### config.mk
export PLATFORM = sky130hd
export DESIGN_NAME = flash_loader
export DESIGN_NICKNAME = d
export VERILOG_FILES = /design/src/rtl/flash_loader.sv
export SDC_FILE = /design/constraint.sdc
export NUM_CORES = 1
export LEC_CHECK = 0
export ABC_AREA = 1
export ABC_CLOCK_PERIOD_IN_PS = 5110
export CORE_MARGIN = 1.5
export CORE_UTILIZATION = 60
export DETAILED_ROUTE_END_ITERATION = 16
export PLACE_DENSITY = 0.81
export SYNTH_ARGS = -nofsm -noshare
export SYNTH_HDL_FRONTEND = slang
export SYNTH_SLANG_ARGS = --single-unit
### constraint.sdc
create_clock -name clock -period 5.11 [get_ports clock]
set_input_delay 0.7665 -clock clock [delete_from_list [all_inputs] [get_ports clock]]
set_output_delay 0.7665 -clock clock [all_outputs]
set_load 0.02 [all_outputs]
### src/rtl/flash_loader.sv
`default_nettype none
// ============================================================================
// flash_loader: wakes a SPI flash, then copies LENGTH bytes into RAM while
// holding the CPU in reset.                                  Revision: 1.0
// ============================================================================
module flash_loader #(
   parameter int unsigned EEPROM_ADDRESS_BITS = 24,
   parameter logic [31:0] FLASH_BASE          = 'hE000,
   parameter logic [15:0] RAM_BASE            = 16'hE000,
   parameter int unsigned LENGTH              = 8192,
   parameter int unsigned TRES_CYCLES         = 32
) (
   input  logic        clock,
   input  logic        reset_n,
   output logic        flash_sck,
   output logic        flash_cs_n,
   output logic        flash_si,
   input  logic        flash_so,
   output logic [15:0] ram_address,
   output logic [7:0]  ram_data,
   output logic        ram_we,
   output logic        cpu_reset_n,
   output logic        done
);

   localparam logic [2:0] c_release  = 3'd0;
   localparam logic [2:0] c_gap      = 3'd1;
   localparam logic [2:0] c_read_cmd = 3'd2;
   localparam logic [2:0] c_addr     = 3'd3;
   localparam logic [2:0] c_data     = 3'd4;
   localparam logic [2:0] c_done     = 3'd5;

   // Flash address left-aligned so every shift phase sends tx_q[31] first.
   localparam logic [31:0] c_addr_word = FLASH_BASE << (32 - EEPROM_ADDRESS_BITS);

   logic [2:0]  state_q, state_d;
   logic        cs_n_q, cs_n_d;
   logic        sck_q, sck_d;
   logic        si_q, si_d;
   logic        setup_q, setup_d;
   logic [31:0] tx_q, tx_d;
   logic [31:0] cnt_q, cnt_d;
   logic [2:0]  bit_q, bit_d;
   logic [7:0]  rx_q, rx_d;
   logic [15:0] ram_address_q, ram_address_d;
   logic [7:0]  ram_data_q, ram_data_d;
   logic        ram_we_q, ram_we_d;
   logic        done_q, done_d;

   logic        bit_end;
   logic        last;

   assign bit_end = sck_q & ~setup_q;
   assign last    = (cnt_q == 32'd1);

   always_ff @(posedge clock) begin
      if (!reset_n) begin
         state_q       <= c_release;
         cs_n_q        <= 1'b1;
         sck_q         <= 1'b0;
         si_q          <= 1'b0;
         setup_q       <= 1'b0;
         tx_q          <= 32'd0;
         cnt_q         <= 32'd0;
         bit_q         <= 3'd0;
         rx_q          <= 8'd0;
         ram_address_q <= RAM_BASE;
         ram_data_q    <= 8'd0;
         ram_we_q      <= 1'b0;
         done_q        <= 1'b0;
      end else begin
         state_q       <= state_d;
         cs_n_q        <= cs_n_d;
         sck_q         <= sck_d;
         si_q          <= si_d;
         setup_q       <= setup_d;
         tx_q          <= tx_d;
         cnt_q         <= cnt_d;
         bit_q         <= bit_d;
         rx_q          <= rx_d;
         ram_address_q <= ram_address_d;
         ram_data_q    <= ram_data_d;
         ram_we_q      <= ram_we_d;
         done_q        <= done_d;
      end
   end

   always_comb begin
      state_d = state_q;
      case (state_q)
         c_release:  if (bit_end && last) state_d = c_gap;
         c_gap:      if (last) state_d = c_read_cmd;
         c_read_cmd: if (bit_end && last) state_d = c_addr;
         c_addr:     if (bit_end && last) state_d = c_data;
         c_data:     if (bit_end && bit_q == 3'd7 && last) state_d = c_done;
         c_done:     state_d = c_done;
         default:    state_d = c_release;
      endcase
   end

   always_comb begin
      cs_n_d        = cs_n_q;
      sck_d         = sck_q;
      si_d          = si_q;
      setup_d       = 1'b0;
      tx_d          = tx_q;
      cnt_d         = cnt_q;
      bit_d         = bit_q;
      rx_d          = rx_q;
      ram_address_d = ram_we_q ? ram_address_q + 16'd1 : ram_address_q;
      ram_data_d    = ram_data_q;
      ram_we_d      = 1'b0;
      done_d        = done_q;
      case (state_q)
         c_release, c_read_cmd, c_addr: begin
            if (state_q == c_release && cs_n_q) begin
               cs_n_d  = 1'b0;
               setup_d = 1'b1;
               tx_d    = {8'hAB, 24'd0};
               cnt_d   = 32'd8;
            end else if (bit_end && last) begin
               sck_d = 1'b0;
               if (state_q == c_release) begin
                  cs_n_d = 1'b1;
                  si_d   = 1'b0;
                  cnt_d  = 32'(TRES_CYCLES);
               end else if (state_q == c_read_cmd) begin
                  si_d  = c_addr_word[31];
                  tx_d  = c_addr_word << 1;
                  cnt_d = 32'(EEPROM_ADDRESS_BITS);
               end else begin
                  si_d  = 1'b0;
                  cnt_d = 32'(LENGTH);
                  bit_d = 3'd0;
               end
            end else if (setup_q || bit_end) begin
               // Start of a bit: SI changes only in the SCK-low phase.
               sck_d = 1'b0;
               si_d  = tx_q[31];
               tx_d  = tx_q << 1;
               if (bit_end) cnt_d = cnt_q - 32'd1;
            end else begin
               sck_d = 1'b1;
            end
         end
         c_gap: begin
            if (last) begin
               cs_n_d  = 1'b0;
               setup_d = 1'b1;
               tx_d    = {8'h03, 24'd0};
               cnt_d   = 32'd8;
            end else begin
               cnt_d = cnt_q - 32'd1;
            end
         end
         c_data: begin
            if (!sck_q) begin
               sck_d = 1'b1;
            end else begin
               sck_d = 1'b0;
               rx_d  = {rx_q[6:0], flash_so};
               bit_d = bit_q + 3'd1;
               if (bit_q == 3'd7) begin
                  ram_we_d   = 1'b1;
                  ram_data_d = {rx_q[6:0], flash_so};
                  cnt_d      = cnt_q - 32'd1;
                  if (last) begin
                     cs_n_d = 1'b1;
                     done_d = 1'b1;
                  end
               end
            end
         end
         c_done: begin
            cs_n_d = 1'b1;
            sck_d  = 1'b0;
            si_d   = 1'b0;
            done_d = 1'b1;
         end
         default: begin
            cs_n_d = 1'b1;
            sck_d  = 1'b0;
            si_d   = 1'b0;
         end
      endcase
   end

   assign flash_sck   = sck_q;
   assign flash_cs_n  = cs_n_q;
   assign flash_si    = si_q;
   assign ram_address = ram_address_q;
   assign ram_data    = ram_data_q;
   assign ram_we      = ram_we_q;
   assign done        = done_q;
   assign cpu_reset_n = done_q;

endmodule
`default_nettype wire
==> summary.md, run 1 <==
| Metric | Value |
|---|---|
| Largest net degree at the start of global routing | 60 |
| Reg2Reg Depth | 8 |
| Area taken by multi-input logic gates | approximately 2300 µm² |
| Async set-or-reset flop fraction in the synthesized netlist | 0 |
| Total Routing Usage GR | 0.268 |
| Buffers added on ports | 32 |
| Clock-pin transition on the worst setup and hold timing paths | around 100 ps |
| Initial core utilization | 0.617 |
| Clock buffer count from CTS | 9 |
| Via count of the first global-routing pass | between 3000 and 4000 |
| DRT antenna net count | 0 |
| R2r endpoint | cnt_q[19] |
| Status | finished, final reports clean |
| Total grt overflow | 0 |
| DRC | 0 |
| Final Hold Fails | 0 |
| Count of filler cells inserted in the layout | a little under 700 |
| Part of the Yosys area used for sequential elements | 0.380 |
| Number of pins with negative max-slew slack in the final report | 0 |
| Crit-path max FO | 28 |
| Reg-to-reg critical path startpoint | state_q[2] |
| Area share of the largest cell type after synthesis | 0.380 |
| Storage cell area | roughly 1700 µm² |
| Final period util | 0.599 |
| Main area contributors after synthesis | dfxtp_1 (38%), nand2_1 (12%), nor2_1 (12%) |
| Clock net sink count | between 80 and 90 |
| # diodes | 0 |
| Placeable Area | a little over 7000 µm² |
| Hold-fix buffers at CTS | 0 |
| Fraction of final layout cells with drive strength greater than 1 | 0.0543 |
| Crit-path slowest cell | nand3_1 |
| Type of the most critical hold path | flip-flop to flip-flop |
| Average via count per standard cell | between 5 and 6 |
| Worst hold path depth | 2 |
| Initial DRT Pass Iterations | 6 |
| Net total in the final layout | 740 |
| Routed length per instance | 12.1 µm |
| CP startpoint kind | flip-flop |
| Die extent in x | 89.4 µm |
| Cell at the root of the clock tree | clkbuf_8 |
| Number of warnings issued by yosys | 0 |
| Mapped Nets | just over 700 |
| Initial detailed-routing violation count | 327 |
| Area of the mapped netlist | 4480 µm² |
| Detailed placer's ending HPWL | 7.15 mm |
| Worst skew pair latency | ~370 ps |
| Flop and latch count out of synthesis | 85 |
| CP Capture Type | flip-flop |
| Max-slew headroom | 0.311 |
| CTS Buffer Depth | 2 |
| Final RePlAce weighted congestion | 0.977 |
| Final-report setup violation count | 0 |
| Vias after detailed routing | 4359 |
| Routed wire length | between 10 and 15 mm |
| Worst setup skew after layout | between 15 and 20 ps |
| Fmax | around 0.33 GHz |
| Die area | about 8000 µm² |
| Worst path most repeated cell | nand3_1 |
| Floorplan die height | 89.4 µm |
| Unrepaired setup endpoints after global routing | no |
| Final setup TNS | 0 ps |
| Average size of a mapped cell | between 6 and 7 µm² |
| Number of H-tree levels | 3 |
| Most used flip-flop cell after synthesis | dfxtp_1 |
| Core Rows | 31 |
| Required time reported for the critical path endpoint | around 5400 ps |
| Fin worst setup slack | roughly 2000 ps |
| Slowest stage delay, CP | around 800 ps |
| Setup slack, reg-to-reg | just over 2000 ps |
| Unique masters post-synth | 33 |
| Start point of the worst min-delay path | rx_q[1] |
| Clock tree from TritonCTS | done |
| Number of enable flip-flop cells after synthesis | 0 |
| Post-route minimum period | 3060 ps |
| Max cap viols | 0 |
| Transition time of the tightest slew-check pin | 1030 ps |
| First-pass GRT wire length | 16.6 mm |
| Kind of critical path | flip-flop to flip-flop |
| Post-Place Worst Slack | 2070 ps |
| Total of cells resized after clock tree synthesis | 0 |
| Cell type with the highest aggregate area in the netlist | dfxtp_1 |
| Antenna violations before repair | 0 |
| Data arrival time of the critical path | 3310 ps |
| I/O pin cnt | 33 |
| Cell Chain, Critical Path | nor2_2 > nand3_1 > nand2_2 > inv_2 > a21oi_4 > nand3_1 > nand2_4 > nor2_1 |
| Post-CTS setup buffer count | 0 |
| Hold endpoint | ram_data[2] |
| Number of instances in the synthesized netlist | 705 |
| Area growth syn-to-layout | 12.5% |
layer usage:
layer / track usage / wire length, µm
met1: 0.377 / 4830
met2: 0.406 / 4470
met3: 0.0508 / 658
met4: 0.102 / 168
met5: 0 / 0
per-stage QoR:
step | instance area (µm²) | cells | hold WS [ps] | util
2_1_floorplan | 4480 | 705 | 441 | -
5_1_grt | 5040 | 836 | 496 | 0.694
4_1_cts | 5040 | 836 | 477 | 0.694
6_report | 5040 | 836 | 471 | 0.694
3_3_place_gp | 4830 | 820 | 454 | 0.666
3_5_place_dp | 4830 | 820 | 466 | 0.666
worst max-delay path, delay by kind of cell (launching register included):
| family | cells | cell delay, ps |
|---|---|---|
| AO/OA/AOI/OAI | 1 | 540 |
| flip-flops | 1 | 370 |
| buffers and inverters | 1 | 70 |
| AND/OR/NAND/NOR | 6 | 1970 |
layout by cell type (no fill, tap or decap), drive strengths merged:
master	n
ha	5
nor2	155
dfxtp	85
a31o	1
nand2	154
nor3	20
o21ai	42
clkinvlp	1
clkinv	3
a21o	1
bufinv	1
nand4	10
inv	102
nand3b	2
a21oi	44
buf	1
clkdlybuf4s50	31
o211ai	1
xor2	6
clkbuf	9
a31oi	1
xnor2	6
nand3	56
Yosys cell counts (6+ instances only):
cell type / count
nand2_1: 149
nor2_1: 148
inv_1: 94
dfxtp_1: 85
nand3_1: 56
a21oi_1: 43
o21ai_0: 38
nor3_1: 18
nand4_1: 10
clkbuf_1: 6
nor2_2: 6
xnor2_1: 6
xor2_1: 6
flip-flops by register name, indices dropped and copies added (netlist names):
signal	cells
cnt_q	32
ram_address	16
tx_q	10
ram_data	8
rx_q	7
bit_q	3
state_q	3
cpu_reset_n	1
flash_cs_n	1
flash_sck	1
flash_si	1
ram_we	1
setup_q	1
worst max path at each step:
stage,start,to,slack [ps],cells after the start
2_1_floorplan,bit_q[0],cnt_q[12],3440,9
4_1_cts,state_q[2],cnt_q[19],2060,8
6_report,state_q[2],cnt_q[19],2050,8
5_1_grt,state_q[2],cnt_q[15],1740,8
3_3_place_gp,state_q[2],cnt_q[19],2170,8
3_5_place_dp,state_q[2],cnt_q[19],2070,8
cell families (layout without fill, tap and decap cells):
group / Yosys count / after routing / synth area share
compound gates: 90 / 90 / 0.106
xor+xnor: 12 / 12 / 0.0235
fa+ha+maj: 5 / 5 / 0.0140
buf+inv: 116 / 148 / 0.103
flops: 85 / 85 / 0.380
simple gates: 397 / 397 / 0.373
final cells by class:
type / count / share of cell area
inverter: 100 / 0.0745
clock inverter: 7 / 0.0164
tap: 99 / 0.0246
multi-input combinational: 504 / 0.460
timing repair buffer: 32 / 0.0626
clock buffer: 9 / 0.0246
sequential: 85 / 0.338
Power of run 1 is not shown: default switching activity piles up to over one toggle a cycle in this logic, so the estimate is an artifact.
==> run 2, diff against run 1 <==
- ABC_CLOCK_PERIOD_IN_PS: 5110 -> 3200
- CORE_UTILIZATION: 60 -> 59
- PLACE_DENSITY: 0.81 -> 0.8
- clock period: 5.11 -> 3.2 ns (I/O delays scaled with it)
==> run 2 against run 1 <==
Compared with the run above:
- worst hold slack gained 3.9 ps
- fmax up 23%
- sequential cell count unchanged
- clock-buffer cell count is the same
- sequential share of layout area increased by 0.059 points
- global-route usage is 1.0 points lower
- worst setup slack worse by 1300 ps
- die area grew 1.6%
- critical path depth grew 1
- non-clock buffer count up 2
- critical endpoint is now cnt_q[11]
==> summary.md, run 2 (synthesis gave the netlist of run 1 again) <==
| Metric | Value |
|---|---|
| Status | finished, final reports clean |
| Reg2Reg Depth | 9 |
| Max cap viols | 0 |
| Initial DRT Pass Iterations | 6 |
| Initial core utilization | 0.614 |
| Die extent in x | around 90 µm |
| Worst skew pair latency | about 360 ps |
| Fraction of final layout cells with drive strength greater than 1 | 0.0568 |
| Core Rows | 31 |
| Final period util | 0.779 |
| Final-report setup violation count | 0 |
| Start point of the critical path | state_q[2] |
| # diodes | 0 |
| Placeable Area | 7290 µm² |
| R2r endpoint | cnt_q[11] |
| Critical path's top delay family | simple AND/OR/NAND/NOR gates |
| Routed wire length | between 9 and 10 mm |
| Cell Chain, Critical Path | nor2_2 > nand3_1 > nand2_2 > inv_2 > a21oi_4 > nand2_1 > o21ai_0 > nand3_1 > nor2_1 |
| Required time reported for the critical path endpoint | roughly 3500 ps |
| Post-route minimum period | ~2500 ps |
| Via count of the first global-routing pass | between 4000 and 5000 |
| Fmax | approximately 0.40 GHz |
| Clock-pin transition on the worst setup and hold timing paths | ~90 ps |
| Number of H-tree levels | 3 |
| Crit-path slowest cell | a21oi_4 |
| Hold-fix buffers at CTS | 0 |
| Data arrival time of the critical path | around 2800 ps |
| Cell at the root of the clock tree | clkbuf_8 |
| Total grt overflow | 0 |
| Net total in the final layout | roughly 740 |
| Reg-to-reg critical path startpoint | state_q[2] |
| Average via count per standard cell | around 5.1 |
| Detailed placer's ending HPWL | 7.09 mm |
| Vias after detailed routing | roughly 4300 |
| CTS Buffer Depth | 2 |
| Antenna violations before repair | 0 |
| Worst setup skew after layout | about 10 ps |
| Area growth syn-to-layout | 12.3% |
| I/O pin cnt | 33 |
| Worst path most repeated cell | nand3_1 |
| Die area | 8120 µm² |
| CP startpoint kind | flip-flop |
| Final Hold Fails | 0 |
| Total of cells resized after clock tree synthesis | 0 |
| Floorplan die height | approximately 90 µm |
| Kind of critical path | flip-flop to flip-flop |
| Start point of the worst min-delay path | ram_address[15] |
| Number of pins with negative max-slew slack in the final report | 0 |
| Max-slew headroom | 0.382 |
| Largest net degree at the start of global routing | 59 |
| Final RePlAce weighted congestion | between 0.9 and 1 |
| Clock buffer count from CTS | 9 |
| Slowest stage delay, CP | around 550 ps |
| Setup slack, reg-to-reg | 710 ps |
| Unrepaired setup endpoints after global routing | no |
| Initial detailed-routing violation count | around 260 |
| Commonest non-fill, non-tap cell in the layout | nand2_1 |
| DRT antenna net count | 0 |
| Hold endpoint | ram_address[15] |
| Crit-path max FO | 28 |
| Total Routing Usage GR | 0.257 |
| Worst hold path depth | 2 |
| Number of flip-flops in the largest register | 32 |
| Post-CTS setup buffer count | 0 |
| Type of the most critical hold path | flip-flop to flip-flop |
| Final setup TNS | 0 ps |
| Count of buffering cells on the critical path with inverters included | 1 |
| Clock net sink count | 85 |
| Commonest cells after routing, fill and taps aside | nand2_1 (149), nor2_1 (148), inv_1 (94) |
| First-pass GRT wire length | roughly 17 mm |
| DRC | 0 |
| Transition time of the tightest slew-check pin | 923 ps |
| Clock tree from TritonCTS | done |
| CP Capture Type | flip-flop |
| Buffers added on ports | 32 |
| Routed length per instance | 11.7 µm |
| Largest reg by FF count | cnt_q |
-- run 2: changes by cell type in the layout (fill, tap and decap cells not counted) --
cell       change
inv_6          +1
bufinv_16      -1
clkinv_4       +1
inv_8          -1
buf_4          +2
-- run 2: cell type report --
type	instances	area, µm²
clock inverters	7	58.8
flip-flops and latches	85	1700
fillers	708	2260
multi-input cells	504	2310
well taps	99	124
clock buffers	9	124
inverters	100	375
repair buffers	34	330
-- run 2: how the worst max path moves through the flow --
| stage | endpoint | slack (ps) | depth (start not counted) |
|---|---|---|---|
| 3_5_place_dp | cnt_q[11] | 770 | 9 |
| 6_report | cnt_q[11] | 710 | 9 |
| 3_3_place_gp | cnt_q[11] | 870 | 9 |
| 5_1_grt | cnt_q[11] | 420 | 9 |
| 2_1_floorplan | cnt_q[12] | 1530 | 9 |
| 4_1_cts | cnt_q[11] | 740 | 9 |
-- run 2: worst register-to-register path, cell delays in order, from the launching register on --
cell,delay [ps]
dfxtp_1,370
nor2_2,170
nand3_1,360
nand2_2,210
inv_2,70
a21oi_4,550
nand2_1,270
o21ai_0,220
nand3_1,100
nor2_1,110
-- run 2: routing by layer --
metal / vias up / GRT usage / share of wire
met5: - / 0 / 0
met4: 0 / 0.0899 / 0.015
met3: 14 / 0.0567 / 0.056
met2: 108 / 0.449 / 0.45
met1: 1919 / 0.311 / 0.48
li1: 2273 / - / -
-- run 2: through the flow --
step | instances | util | worst slack (ps) | hold WS (ps) | area, µm²
detailed placement | 822 | 0.665 | 771 | 465 | 4850
global placement | 822 | 0.665 | 870 | 453 | 4850
finish | 838 | 0.690 | 706 | 475 | 5030
floorplan | 705 | - | 1530 | 441 | 4480
CTS | 838 | 0.690 | 736 | 480 | 5030
global route | 838 | 0.690 | 421 | 493 | 5030
Power of run 2 is left out for the same reason.
==> run 3, diff against run 2 <==
- ABC_CLOCK_PERIOD_IN_PS: 3200 -> 2300
- clock period: 3.2 -> 2.3 ns (I/O delays scaled with it)
==> run 3 against run 2 <==
Compared with the run above:
- critical path depth increased by 3
- non-clock buffer count increased by 6
- worst hold slack got worse by 47 ps
- fmax increased by 23%
- critical endpoint is now cnt_q[22]
- worst setup slack got worse by 430 ps
- sequential share of layout area decreased by 0.56 points
- die area unchanged
==> summary.md, run 3 (synthesis gave the netlist of run 1 again) <==
| Metric | Value |
|---|---|
| Status | finished, final reports clean |
| Cell at the root of the clock tree | clkbuf_8 |
| Core Rows | 31 |
| Max cap viols | 0 |
| Worst skew pair latency | roughly 370 ps |
| Largest net degree at the start of global routing | 38 |
| Final RePlAce weighted congestion | ~0.88 |
| Count of buffering cells on the critical path with inverters included | 2 |
| Average via count per standard cell | between 5 and 6 |
| Total grt overflow | 0 |
| Routed length per instance | around 12 µm |
| Die area | about 8000 µm² |
| Hold-fix buffers at CTS | 0 |
| Final period util | 0.880 |
| Crit-path slowest cell | dfxtp_1 |
| DRT antenna net count | 0 |
| CP Capture Type | flip-flop |
| Vias after detailed routing | 4390 |
| Cell Chain, Critical Path | inv_1 > ha_1 > nand2_1 > nor2_1 > nand2_1 > nor2_2 > nand2_1 > nand3_1 > nand3_1 > buf_4 > nand2_4 > nor2_1 |
| Reg-to-reg critical path startpoint | cnt_q[1] |
| Initial detailed-routing violation count | around 250 |
| Unrepaired setup endpoints after global routing | no |
| Transition time of the tightest slew-check pin | between 600 and 700 ps |
| Number of flip-flops in the largest register | 32 |
| Largest reg by FF count | cnt_q |
| CP startpoint kind | flip-flop |
| Clock-pin transition on the worst setup and hold timing paths | about 100 ps |
| Final Hold Fails | 0 |
| First-pass GRT wire length | 17.5 mm |
| I/O pin cnt | 33 |
| Crit-path max FO | 20 |
| Reg2Reg Depth | 12 |
| DRC | 0 |
| Die extent in x | around 90 µm |
| Worst setup skew after layout | roughly 12 ps |
| Clock net sink count | 85 |
| Cell area reported after detailed placement | between 4000 and 5000 µm² |
| Area growth syn-to-layout | 14.2% |
| Net total in the final layout | approximately 750 |
| Type of the most critical hold path | input port to flip-flop |
| Routed wire length | approximately 10 mm |
| Number of pins with negative max-slew slack in the final report | 0 |
| Start point of the critical path | cnt_q[1] |
| Final-report setup violation count | 0 |
| Buffers added on ports | 32 |
| Number of stages on the worst setup path | 12 |
| Post-CTS setup buffer count | 0 |
| Required time reported for the critical path endpoint | 2560 ps |
| Max-slew headroom | 0.575 |
| Placeable Area | 7290 µm² |
| Setup slack, reg-to-reg | 280 ps |
| Total of cells resized after clock tree synthesis | 0 |
| # diodes | 0 |
| Clock tree from TritonCTS | done |
| Fmax | just under 0.5 GHz |
| Antenna violations before repair | 0 |
| Initial DRT Pass Iterations | 5 |
| CTS Buffer Depth | 2 |
| Via count of the first global-routing pass | slightly above 4000 |
| Clock buffer count from CTS | 9 |
| Slowest stage delay, CP | roughly 320 ps |
| Kind of critical path | flip-flop to flip-flop |
| Commonest non-fill, non-tap cell in the layout | nand2_1 |
| Floorplan die height | ~90 µm |
| Detailed placer's ending HPWL | 7.50 mm |
| Fraction of final layout cells with drive strength greater than 1 | 0.0644 |
| Final setup TNS | 0 ps |
| Worst path most repeated cell | nand2_1 |
| Post-route minimum period | between 2000 and 2500 ps |
| R2r endpoint | cnt_q[22] |
| CP Capture Point | cnt_q[22] |
| Commonest cells after routing, fill and taps aside | nand2_1 (149), nor2_1 (148), inv_1 (94) |
| Number of H-tree levels | 3 |
| Finished layout cell area | between 5000 and 6000 µm² |
| Count of filler cells inserted in the layout | just under 700 |
| Total Routing Usage GR | 0.262 |
| Data arrival time of the critical path | approximately 2300 ps |
| Initial core utilization | 0.614 |
| Critical path's top delay family | simple AND/OR/NAND/NOR gates |
[run 3: cell count changes in the layout (fill, tap and decap cells not counted)]
cell / before / now
inv_6: 2 / 3
clkinv_4: 2 / 1
buf_12: 0 / 2
clkinv_2: 1 / 0
inv_8: 1 / 2
clkinv_8: 0 / 1
buf_4: 2 / 6
clkinvlp_4: 1 / 0
[run 3: layout make-up]
type | count | area [µm²] | share of cell area
tap | 99 | 124 | 0.0242
clock inverter | 7 | 73.8 | 0.0144
timing repair buffer | 40 | 400 | 0.0783
multi-input combinational | 504 | 2310 | 0.453
clock buffer | 9 | 124 | 0.0242
inverter | 100 | 375 | 0.0734
sequential | 85 | 1700 | 0.333
[run 3: worst reg2reg max path: stages, from the launching register on]
cell	delay, ps
dfxtp_1	320
inv_1	110
ha_1	220
nand2_1	70
nor2_1	120
nand2_1	80
nor2_2	170
nand2_1	200
nand3_1	120
nand3_1	70
buf_4	240
nand2_4	140
nor2_1	60
[run 3: metal layers]
layer | part of all wire | vias up | track usage
met1 | 0.47 | 1959 | 0.327
met4 | 0.015 | 0 | 0.0899
met2 | 0.47 | 121 | 0.437
li1 | - | 2291 | -
met5 | 0 | - | 0
met3 | 0.052 | 19 | 0.0677
[run 3: per-stage QoR]
step | std cells | util | hold slack [ps] | setup slack [ps]
6_report | 844 | 0.701 | 428 | 277
5_1_grt | 844 | 0.701 | 437 | 80.5
4_1_cts | 844 | 0.701 | 413 | 285
3_5_place_dp | 828 | 0.674 | 462 | 312
3_3_place_gp | 828 | 0.674 | 457 | 369
2_1_floorplan | 705 | - | 441 | 632
[run 3: worst min path at each step]
stage,end,cells past startpoint,start
6_report,ram_data[4],3,reset_n
2_1_floorplan,rx_q[1],2,rx_q[0]
3_5_place_dp,ram_data[4],2,rx_q[3]
3_3_place_gp,ram_address[15],2,ram_address[15]
5_1_grt,cnt_q[24],3,reset_n
4_1_cts,cnt_q[24],3,reset_n
Power of run 3 is left out for the same reason.
